==> config.mk <==
export PLATFORM = sky130hd
export DESIGN_NAME = jam_cost_eval_flat
export DESIGN_NICKNAME = d
export VERILOG_FILES = /design/src/rtl/jam_pkg.sv /design/src/rtl/jam_cost_eval_if.sv /design/src/rtl/jam_min_track.sv /design/src/rtl/jam_cost_eval.sv /design/src/flat_wrapper.sv
export SDC_FILE = /design/constraint.sdc
export NUM_CORES = 1
export LEC_CHECK = 0
export CAP_MARGIN = 20
export CORE_MARGIN = 5
export CORE_UTILIZATION = 46
export CTS_CLUSTER_SIZE = 12
export DETAILED_ROUTE_END_ITERATION = 16
export PLACE_DENSITY = 0.72
export SLEW_MARGIN = 20
export SYNTH_ARGS = -nofsm -noshare
export SYNTH_HDL_FRONTEND = slang
export SYNTH_HIERARCHICAL = 1
export SYNTH_SLANG_ARGS = --single-unit
==> constraint.sdc <==
create_clock -name CLK -period 6.2 [get_ports CLK]
set_input_delay 1.55 -clock CLK [delete_from_list [all_inputs] [get_ports CLK]]
set_output_delay 1.55 -clock CLK [all_outputs]
set_load 0.01 [all_outputs]
==> src/rtl/jam_pkg.sv <==
// Shared types and constants for the JAM permutation cost evaluator.
package jam_pkg;
  localparam int N_WORK = 8;
  localparam int IDX_W  = 3;
  localparam int COST_W = 7;
  localparam int SUM_W  = 10;
  localparam int CNT_W  = 4;
  localparam int PERM_W = N_WORK * IDX_W;

  localparam logic [IDX_W-1:0] LAST_IDX = IDX_W'(N_WORK - 1);

  typedef enum logic [2:0] {
    IDLE,
    FETCH,
    DRAIN,
    CMP,
    DONE
  } state_t;

  function automatic logic [IDX_W-1:0] perm_job(
    input logic [PERM_W-1:0] p,
    input logic [IDX_W-1:0]  w
  );
    return p[w*IDX_W +: IDX_W];
  endfunction
endpackage

==> src/rtl/jam_cost_eval_if.sv <==
// Permutation handshake, cost ROM port and result bundle.
interface jam_cost_eval_if;
  import jam_pkg::*;

  logic [PERM_W-1:0] perm_in;
  logic              perm_valid;
  logic              perm_last;
  logic              perm_ready;
  logic [IDX_W-1:0]  W;
  logic [IDX_W-1:0]  J;
  logic [COST_W-1:0] Cost;
  logic [SUM_W-1:0]  MinCost;
  logic [CNT_W-1:0]  MatchCount;
  logic              Valid;

  modport slave (
    input  perm_in, perm_valid, perm_last, Cost,
    output perm_ready, W, J, MinCost, MatchCount, Valid
  );

  modport master (
    output perm_in, perm_valid, perm_last, Cost,
    input  perm_ready, W, J, MinCost, MatchCount, Valid
  );
endinterface

==> src/rtl/jam_min_track.sv <==
// Running minimum of permutation totals and a saturating tie count.
module jam_min_track
  import jam_pkg::*;
(
  input  logic             clk,
  input  logic             rst_n,
  input  logic             en,
  input  logic [SUM_W-1:0] sum,
  output logic [SUM_W-1:0] min_cost,
  output logic [CNT_W-1:0] match_cnt
);

  always_ff @(posedge clk) begin
    if (!rst_n) begin
      min_cost  <= '1;
      match_cnt <= '0;
    end else if (en) begin
      if (sum < min_cost) begin
        min_cost  <= sum;
        match_cnt <= CNT_W'(1);
      end else if (sum == min_cost && match_cnt != '1) begin
        match_cnt <= match_cnt + 1'b1;
      end
    end
  end

endmodule

==> src/rtl/jam_cost_eval.sv <==
// Sums ROM costs of each job assignment and tracks the minimum total.
module jam_cost_eval
  import jam_pkg::*;
(
  input  logic            CLK,
  input  logic            RST,
  jam_cost_eval_if.slave  bus
);

  state_t            state;
  state_t            state_nx;
  logic [IDX_W-1:0]  idx;
  logic [PERM_W-1:0] perm;
  logic              last;
  logic [SUM_W-1:0]  sum;
  logic [SUM_W-1:0]  cost_ext;
  logic              take;

  assign take     = bus.perm_valid && bus.perm_ready;
  assign cost_ext = SUM_W'(bus.Cost);

  always_ff @(posedge CLK) begin
    if (!RST) state <= IDLE;
    else      state <= state_nx;
  end

  always_comb begin
    state_nx = state;
    unique case (state)
      IDLE:    if (take) state_nx = FETCH;
      FETCH:   if (idx == LAST_IDX) state_nx = DRAIN;
      DRAIN:   state_nx = CMP;
      CMP:     state_nx = last ? DONE : IDLE;
      DONE:    state_nx = DONE;
      default: state_nx = IDLE;
    endcase
  end

  // ROM data lags the address by one cycle, so slot idx adds cost idx-1
  always_ff @(posedge CLK) begin
    if (!RST) begin
      idx  <= '0;
      perm <= '0;
      last <= 1'b0;
      sum  <= '0;
    end else begin
      unique case (state)
        IDLE: begin
          if (take) begin
            perm <= bus.perm_in;
            last <= bus.perm_last;
            idx  <= '0;
            sum  <= '0;
          end
        end
        FETCH: begin
          if (idx != '0)       sum <= sum + cost_ext;
          if (idx != LAST_IDX) idx <= idx + 1'b1;
        end
        DRAIN:   sum <= sum + cost_ext;
        default: ;
      endcase
    end
  end

  assign bus.perm_ready = (state == IDLE);
  assign bus.W          = idx;
  assign bus.J          = perm_job(perm, idx);
  assign bus.Valid      = (state == DONE);

  jam_min_track u_min (
    .clk       (CLK),
    .rst_n     (RST),
    .en        (state == CMP),
    .sum       (sum),
    .min_cost  (bus.MinCost),
    .match_cnt (bus.MatchCount)
  );

endmodule
==> src/flat_wrapper.sv <==
// flat-port wrapper written by rule: the top's interface ports become plain ports
module jam_cost_eval_flat import jam_pkg::*;
  (CLK, RST, bus_perm_in, bus_perm_valid, bus_perm_last, bus_Cost, bus_perm_ready, bus_W, bus_J, bus_MinCost, bus_MatchCount, bus_Valid);
  jam_cost_eval_if bus_i ();
  input  logic CLK;
  input  logic RST;
  input wire logic [$bits(bus_i.perm_in)-1:0] bus_perm_in;
  input wire logic [$bits(bus_i.perm_valid)-1:0] bus_perm_valid;
  input wire logic [$bits(bus_i.perm_last)-1:0] bus_perm_last;
  input wire logic [$bits(bus_i.Cost)-1:0] bus_Cost;
  output wire logic [$bits(bus_i.perm_ready)-1:0] bus_perm_ready;
  output wire logic [$bits(bus_i.W)-1:0] bus_W;
  output wire logic [$bits(bus_i.J)-1:0] bus_J;
  output wire logic [$bits(bus_i.MinCost)-1:0] bus_MinCost;
  output wire logic [$bits(bus_i.MatchCount)-1:0] bus_MatchCount;
  output wire logic [$bits(bus_i.Valid)-1:0] bus_Valid;
  assign bus_i.perm_in = bus_perm_in;
  assign bus_i.perm_valid = bus_perm_valid;
  assign bus_i.perm_last = bus_perm_last;
  assign bus_i.Cost = bus_Cost;
  assign bus_perm_ready = bus_i.perm_ready;
  assign bus_W = bus_i.W;
  assign bus_J = bus_i.J;
  assign bus_MinCost = bus_i.MinCost;
  assign bus_MatchCount = bus_i.MatchCount;
  assign bus_Valid = bus_i.Valid;
  jam_cost_eval u_core (.CLK(CLK), .RST(RST), .bus(bus_i));
endmodule
==> results.yml, run 1 <==
global_routing:
  grt_start_max_net_pins: 59
  groute.usage.overall_pct: 15.8
  grt_first_pass_wirelength_um: 11000
  number_of_global_route_vias_before_repair: 2393
  grt.overflow.total: 0
  grt_antenna_before_repair: 0
route:
  drt-wirelength-per-cell_um: 13.7
  detail-route-antenna-nets: 0
  firstDrtPassIters: 5
  routed_wl_um: 6290
  detail_route.drc_violations: 0
  first_iter_violations: 124
  via_per_inst: 5.32
  detailed_route_via_count: 2446
timing:
  worst_path_setup_slack_after_routing_ns: 2.34
  finalSetupViolations: 0
  max-slew-margin-rel_pct: 41.1
  worst_pin_slew_ns: 0.883
  setup-tns-final_ns: 0
  achievable-frequency_ghz: 0.259
  clock_skew_ns: 0.0117
  timing.final.hold_violations: 0
  maxSlewViolCount: 0
  grt_setup_unrepaired: "no"
  period_share_pct: 62.2
  final.min_clock_period_ns: 3.86
logic_synthesis:
  synth_cell_type_count: 56
  syn-instance-count: 335
  mappedNetlistNets: 392
  synth_enable_flop_cells: 0
  synth.cell_area_mm2: 0.00299
  yosys_warnings: 6
  synth-seq-cells: 55
  synth_top_flop_cell: "sky130_fd_sc_hd__dfxtp_1"
  synth-seq-area-share_pct: 36.9
  syn_area_per_cell_um2: 8.91
  async_reset_ff_share_pct: 0
clock_network:
  clock_tree_from_tritoncts: "built"
  cts-buffers-inserted: 5
  max-clock-path-buffers: 2
  post_cts_setup_buffers: 0
  cts_resized: 0
  worst_setup_hold_path_clk_slew_ns: 0.11
  cts_sinks: 55
  clkLatencyLatePin_ns: 0.32
  cts-root-buf: "sky130_fd_sc_hd__clkbuf_8"
  holdBufCountCts: 0
  cts-htree-levels: 2
floorplan:
  core.rowCount: 29
  coreArea_mm2: 0.00635
  die_x_um: 90.6
  ioPinCount: 57
  start_util_pct: 47.0
  die-area_mm2: 0.00820
  dieHeight_um: 90.6
finish:
  antenna_cells: 0
  layout_commonest_cell: "sky130_fd_sc_hd__nand2_1"
  flow.area_growth_from_synthesis_pct: 22.8
  final_std_cell_area_no_fill_mm2: 0.00367
  layout_common_cells: "sky130_fd_sc_hd__nand2_1, sky130_fd_sc_hd__clkdlybuf4s50_1, sky130_fd_sc_hd__dfxtp_1"
  layout-drive-gt1-share_pct: 7.83
  layout.filler_cells: 590
  final_nets: 439
place:
  io_buffers: 56
  routabilityCongestion: 0.770
  dp_worst_setup_slack_ns: 2.60
  post_place_instance_area_mm2: 0.00357
  place.detailed.hpwl_um: 4630
run:
  cap_viol_max_count: 0
critical_path:
  startpoint_type: "flop"
  arrival_ns: 2.31
  critical_path_class: "reg -> out"
  worst-path-max-fanout: 9
  data_required_time_of_the_critical_path_ns: 4.65
  critical_path.endpoint_type: "output port"
  reg2regPathDepth: 7
hold_path:
  worst_hold_path_class: "reg -> reg"
  min_path_cells: 2
pwr:
  leakage_nw: 1.47
  power.density_mw_per_mm2: 184
  vdd.ir_drop.worst_mv: 0.113
  post-layout-total-power_mw: 0.676
run_status:
  outcome: "finished clean"
## power breakdown
part | switching, mW | total (mW) | internal (mW)
combinational | 0.0440 | 0.0968 | 0.0528
clock | 0.121 | 0.203 | 0.0817
sequential | 0.0110 | 0.377 | 0.366
## synth_stat cells, types with 4 or more instances
cell type                  instances  share of area (%)
sky130_fd_sc_hd__mux4_2            6                4.5
sky130_fd_sc_hd__a21boi_0          5                1.3
sky130_fd_sc_hd__clkbuf_1          7               0.88
sky130_fd_sc_hd__a21boi_1         21                5.3
sky130_fd_sc_hd__nand3_1           5               0.84
sky130_fd_sc_hd__dfxtp_1          55                 37
sky130_fd_sc_hd__nor3_1            4               0.67
sky130_fd_sc_hd__nand4_1           6                1.3
sky130_fd_sc_hd__nor2b_1          12                2.5
sky130_fd_sc_hd__a21oi_1          10                1.7
sky130_fd_sc_hd__o21ai_0           4               0.67
sky130_fd_sc_hd__nand2b_1          4               0.84
sky130_fd_sc_hd__ha_1             21                8.8
sky130_fd_sc_hd__nor2_1            6               0.75
sky130_fd_sc_hd__o21a_1            5                1.3
sky130_fd_sc_hd__inv_1            18                2.3
sky130_fd_sc_hd__o211ai_1         10                2.5
sky130_fd_sc_hd__a22oi_1           5                1.3
sky130_fd_sc_hd__buf_2             9                1.5
sky130_fd_sc_hd__nand2_1          68                8.5
## cell families after synthesis
logic type,count (synthesis),share of synthesized area [%]
xor gates and xnor gates,2,0.587
AOI/OAI and AO/OA,78,18.9
muxes,11,6.33
and+or+nand+nor,131,22.8
adders and majority gates,22,9.47
DFF,55,36.9
buffers and inverters,36,5.03
## final cells by class
cell class	instances	area [µm²]	share of cell area [%]
multi-input cells	244	1730	47.3
flip-flops and latches	55	1100	30.0
repair buffers	58	576	15.7
well taps	77	96.3	2.63
clock buffers	5	68.8	1.88
inverters	18	67.6	1.84
clock inverters	3	23.8	0.648
## flip-flops by register name, indices dropped and copies added (netlist names)
| register | cells |
|---|---|
| u_core/state | 3 |
| u_core/u_min/match_cnt | 4 |
| u_core/bus.W | 3 |
| u_core/perm | 24 |
| u_core/sum | 10 |
| u_core/last | 1 |
| u_core/u_min/min_cost | 10 |
## worst paths after layout
kind | to | from | slack, ns
setup / recovery | bus_J[0] | u_core/bus.W[0] | 2.34
hold / removal | u_core/perm[20] | u_core/perm[20] | 0.46
setup reg to reg | u_core/sum[9] | u_core/bus.W[0] | 3.86
hold reg to reg | u_core/perm[20] | u_core/perm[20] | 0.46
## stage by stage
stage               hold WS (ns)  utilization, %  std cells
floorplan                  0.430               -        335
global placement           0.440            56.3        452
detailed placement         0.447            56.3        452
CTS                        0.463            57.8        460
global route               0.480            57.8        460
finish                     0.461            57.8        460
## layer usage
| metal | track usage [%] | vias to the layer above | wire (µm) | share of wire [%] |
|---|---|---|---|---|
| li1 | - | 1287 | - | - |
| met1 | 21.1 | 1113 | 3100 | 49 |
| met2 | 25.8 | 39 | 2890 | 46 |
| met3 | 3.33 | 7 | 222 | 3.5 |
| met4 | 3.97 | 0 | 70 | 1.1 |
| met5 | 0 | - | 0 | 0 |
## critical path, stage by stage, from the launching register on
cell and delay, ns:
sky130_fd_sc_hd__dfxtp_1 0.64, sky130_fd_sc_hd__mux4_2 0.58, sky130_fd_sc_hd__mux2_2 0.29, sky130_fd_sc_hd__clkdlybuf4s50_1 0.49
No activity file was read; power rests on OpenSTA's default activity.
==> run 2: changes to the inputs <==
==> constraint.sdc (replaced) <==
create_clock -name CLK -period 3.9 [get_ports CLK]
set_input_delay 0.975 -clock CLK [delete_from_list [all_inputs] [get_ports CLK]]
set_output_delay 0.975 -clock CLK [all_outputs]
set_load 0.01 [all_outputs]
==> run 2 against run 1 <==
Compared with the run above: cell area up 1.3%; largest power group unchanged; first-iteration DRC count decreased by 10%; sequential power is 59% higher; largest cell class unchanged; sequential share of layout area decreased by 0.38 points; critical path type unchanged; via count increased by 0.90%.
==> results.yml, run 2 (synthesis results as in run 1) <==
run_status:
  outcome: "finished clean"
critical_path:
  startpoint_type: "flop"
  cp-startpoint: "u_core/bus.W[0]"
  worstReg2RegEnd: "u_core/sum[9]"
  data_required_time_of_the_critical_path_ns: 2.92
  reg2reg_setup_slack_ns: 1.55
  arrival_ns: 2.30
  critical_path_class: "reg -> out"
  worstSetupEndpoint: "bus_J[1]"
  worst-path-max-fanout: 9
  critical_path.endpoint_type: "output port"
  worst_r2r_startpoint: "u_core/bus.W[0]"
  reg2regPathDepth: 7
clock_network:
  clock_tree_from_tritoncts: "built"
  clkLatencyLatePin_ns: 0.30
  cts_resized: 0
  post_cts_setup_buffers: 0
  cts-htree-levels: 2
  cts-buffers-inserted: 5
  holdBufCountCts: 0
  cts-root-buf: "sky130_fd_sc_hd__clkbuf_8"
  max-clock-path-buffers: 2
  cts_sinks: 55
  worst_setup_hold_path_clk_slew_ns: 0.09
pwr:
  power.share.switching_pct: 23.5
  power.density_mw_per_mm2: 308
  intPower_mw: 0.876
  power.switching_mw: 0.270
  power_frac_seq_pct: 52.2
  power.clock.fraction_pct: 34.1
  vdd.ir_drop.worst_mv: 0.170
  leakage_nw: 1.50
  combPwrFrac_pct: 13.7
timing:
  achievable-frequency_ghz: 0.305
  maxSlewViolCount: 0
  setup-tns-final_ns: 0
  finalSetupViolations: 0
  grt_setup_unrepaired: "no"
  max-slew-margin-rel_pct: 65.1
  worst_pin_slew_ns: 0.520
  timing.final.hold_violations: 0
  clock_skew_ns: 0.00382
  final.min_clock_period_ns: 3.28
  period_share_pct: 84.0
hold_path:
  worst_hold_path_class: "reg -> reg"
place:
  place.detailed.hpwl_um: 4760
  place.detailed.instances: 455
  io_buffers: 56
  routabilityCongestion: 0.767
route:
  detail_route.drc_violations: 0
  routed_wl_um: 6420
  drt-wirelength-per-cell_um: 13.9
  detail-route-antenna-nets: 0
  first_iter_violations: 111
  detailed_route_via_count: 2468
  firstDrtPassIters: 4
  via_per_inst: 5.33
finish:
  layout_common_cells: "sky130_fd_sc_hd__nand2_1, sky130_fd_sc_hd__clkdlybuf4s50_1, sky130_fd_sc_hd__dfxtp_1"
  largest_registers: "u_core/perm x24, u_core/sum x10, u_core/u_min/min_cost x10"
  largest_register_ff_count: 24
  layout.cells.non_filler: 463
  flow.area_growth_from_synthesis_pct: 24.4
  layout_commonest_cell: "sky130_fd_sc_hd__nand2_1"
  max_flop_register: "u_core/perm"
  layout-drive-gt1-share_pct: 8.55
  final_nets: 442
  antenna_cells: 0
floorplan:
  die_x_um: 90.6
  core.rowCount: 29
  start_util_pct: 47.0
  coreArea_mm2: 0.00635
  ioPinCount: 57
  die-area_mm2: 0.00820
  dieHeight_um: 90.6
global_routing:
  grt_start_max_net_pins: 33
  groute.usage.overall_pct: 15.9
  grt.overflow.total: 0
  grt_antenna_before_repair: 0
  grt_first_pass_wirelength_um: 11200
  number_of_global_route_vias_before_repair: 2450
run:
  cap_viol_max_count: 0
[run 2: cell count changes in the layout (fill, tap and decap cells not counted), sizes merged]
cell | previous run | this run
clkinvlp | 1 | 0
buf | 2 | 5
clkbuf | 5 | 6
inv | 19 | 18
bufinv | 0 | 1
[run 2: worst min path at each step]
stage | start | endpoint | slack, ns | depth (start not counted)
after floorplan | u_core/last | u_core/last | 0.43 | 2
after global placement | u_core/perm[20] | u_core/perm[20] | 0.44 | 2
after detailed placement | u_core/last | u_core/last | 0.44 | 2
after CTS | u_core/last | u_core/last | 0.46 | 2
after global routing | u_core/perm[10] | u_core/perm[10] | 0.47 | 2
final | u_core/last | u_core/last | 0.45 | 2
[run 2: power groups by stage]
stage / Combinational, mW / Sequential [mW] / Clock [mW]
2_1_floorplan: 0.0991 / 0.604 / 0
3_3_place_gp: 0.156 / 0.611 / 0
3_5_place_dp: 0.158 / 0.612 / 0
4_1_cts: 0.159 / 0.599 / 0.400
5_1_grt: 0.175 / 0.601 / 0.419
6_report: 0.157 / 0.599 / 0.390
[run 2: cell type report]
type,instances,area (µm²)
fillers,592,2640
clock buffers,6,82.6
clock inverters,2,35.0
flip-flops and latches,55,1100
multi-input cells,244,1730
well taps,77,96.3
repair buffers,61,598
inverters,18,67.6
[run 2: worst max-delay path, cell delays in order (launching register included)]
cell	delay [ns]
sky130_fd_sc_hd__dfxtp_1	0.65
sky130_fd_sc_hd__mux4_2	0.59
sky130_fd_sc_hd__mux2_2	0.28
sky130_fd_sc_hd__clkdlybuf4s50_1	0.48
[run 2: layer usage]
metal	track usage, %	routed length [µm]
met1	20.9	3060
met3	2.42	204
met2	27.1	3090
met5	0	0
met4	4.09	57
[run 2: metrics by stage]
stage          utilization [%]  setup WS, ns  total power [mW]  hold WS, ns  instance area, µm²
6_report                  58.5         0.624              1.15        0.452                3710
5_1_grt                   58.5         0.539              1.20        0.471                3710
4_1_cts                   58.5         0.591              1.16        0.457                3710
3_5_place_dp              56.7         0.870             0.770        0.443                3600
3_3_place_gp              56.7         0.918             0.767        0.442                3600
2_1_floorplan                -          1.51             0.703        0.430                2990
==> RTL edit: new RTL, config.mk and constraints of run 2 <==
Encoding of `state_t`: now one-hot (5 bits for 5 states).
--- a/src/rtl/jam_pkg.sv
+++ b/src/rtl/jam_pkg.sv
@@ -9,12 +9,12 @@
 
   localparam logic [IDX_W-1:0] LAST_IDX = IDX_W'(N_WORK - 1);
 
-  typedef enum logic [2:0] {
-    IDLE,
-    FETCH,
-    DRAIN,
-    CMP,
-    DONE
+  typedef enum logic [4:0] {
+    IDLE  = 5'b00001,
+    FETCH = 5'b00010,
+    DRAIN = 5'b00100,
+    CMP   = 5'b01000,
+    DONE  = 5'b10000
   } state_t;
 
   function automatic logic [IDX_W-1:0] perm_job(
Check against the original RTL: same outputs for any inputs over 10 cycles, from zero or initial values and one cycle with RST low; not proved beyond that.
==> RTL edit against run 2 <==
  * Critical path depth unchanged
  * Sequential cell count up 2
  * Sequential power up 4.0%
  * First-iteration DRC count rose by 8.1%
  * Die area grew 5.2%
  * Power increased by 19%
  * Clock skew grew 0.0053 ns
  * Area after synthesis up 5.9%
  * Worst setup slack got worse by 0.033 ns
  * Cell area grew 6.6%
  * Cell count up 6.3%
  * Synthesized cell count increased by 7.2%
  * Wire length is 7.0% higher
  * Sequential share of layout area is 0.82 points lower
  * Critical path type unchanged
  * Highest routed layer unchanged
==> RTL edit: results (changes against run 2) <==
* Result of the run: finished, final reports clean
* Vias: 2651 (+7.4%)
- The largest net degree at the start of global routing came to 31 (-6.1%).
- The relative max-transition margin is 0.393 (-0.258).
* Capture point of the worst reg-to-reg path: u_core/u_min/min_cost[0]$_SDFFE_PN1P_
* PwrDens: 344 nW/um^2 (+12%)
- Count of cells along the worst register-to-register path: 8 (+1)
* Number of cells in the finished layout apart from fillers: 492 (+6.3%)
- The largest clock skew in the final design was 0.00912 ns (+0.00530 ns).
- Critical hold path startpoint: u_core/perm[9]$_SDFFE_PN0P_
- Gp weighted congestion: 0.879 (+15%)
* Total global-route track usage: 0.169 (+0.00949)
* Post-placement cell area: 3750 um^2 (+4.1%)
* Peak ir drop on the vdd network: 0.000202 V (+19%)
* Launching point of the worst reg2reg path: u_core/state[0]$_SDFFE_PN1P_
- The number of global-route vias before repair was 2607 (+6.4%).
- Layout cells sized above 1: 0.0971 (+0.0116)
* Length of routed met2 wiring: 2.97 mm (-3.9%)
- The global-route wire length before repair is 11.7 mm (+4.7%).
- Internal power: 1.05 mW (+20%)
- The wire length the detailed router placed on met1 came to 3.38 mm (+10%).
- The average instance area after synthesis came to 8.80 um^2 (-1.2%).
- The final layout net count is 465 (+5.2%).
- The sequential-cell power consumption was 623 uW (+4.0%).
* Placement Setup Slack: 0.709 ns (-0.161 ns)
* Hold endpoint: u_core/perm[9]$_SDFFE_PN0P_
* Placed wire-length estimate after detailed placement: 4.96 mm (+4.3%)
* Commonest cells in the netlist: 70 x sky130_fd_sc_hd__nand2_1, 57 x sky130_fd_sc_hd__dfxtp_1, 25 x sky130_fd_sc_hd__a21boi_0
- The smallest hold slack came to 0.463 ns (+0.0105 ns).
-- RTL edit: worst reg2reg max path, cell delays in order, from the launching register on --
cell	delay (ns)
sky130_fd_sc_hd__dfxtp_1	0.42
sky130_fd_sc_hd__or2_4	0.31
sky130_fd_sc_hd__nor4b_1	0.74
sky130_fd_sc_hd__nor2b_1	0.21
sky130_fd_sc_hd__o21ai_0	0.10
sky130_fd_sc_hd__a211oi_2	0.53
sky130_fd_sc_hd__buf_4	0.30
sky130_fd_sc_hd__mux2i_1	0.21
sky130_fd_sc_hd__nand2_1	0.06
-- RTL edit: cell families (layout without fill, tap and decap cells) --
group | after synthesis | in the layout | share of synthesized area
flip-flops | 57 | 57 | 0.361
adder cells (fa/ha/maj) | 22 | 22 | 0.0895
AND/OR/NAND/NOR | 137 | 137 | 0.219
buffers and inverters | 44 | 97 | 0.0594
AO/OA/AOI/OAI | 84 | 84 | 0.199
multiplexers | 13 | 13 | 0.0665
XOR/XNOR | 2 | 2 | 0.00554
-- RTL edit: worst max-delay path by stage --
stage,start,to,slack [ns],cells after the start
floorplan,u_core/bus.W[0]$_SDFFE_PN0P_,bus_J[0],1.34,3
global placement,bus_Cost[0],u_core/sum[8]$_SDFFE_PN0P_,0.77,9
detailed placement,bus_Cost[0],u_core/sum[8]$_SDFFE_PN0P_,0.71,9
CTS,u_core/bus.W[0]$_SDFFE_PN0P_,bus_J[0],0.54,3
global route,u_core/bus.W[0]$_SDFFE_PN0P_,bus_J[0],0.45,3
finish,u_core/bus.W[0]$_SDFFE_PN0P_,bus_J[0],0.59,3
-- RTL edit: layout make-up --
class,instances,area (um^2)
fill,626,2800
multi-input combinational,258,1830
sequential,57,1140
timing repair buffer,60,591
clock buffer,13,179
tap,80,100
inverter,22,82.6
clock inverter,2,35.0
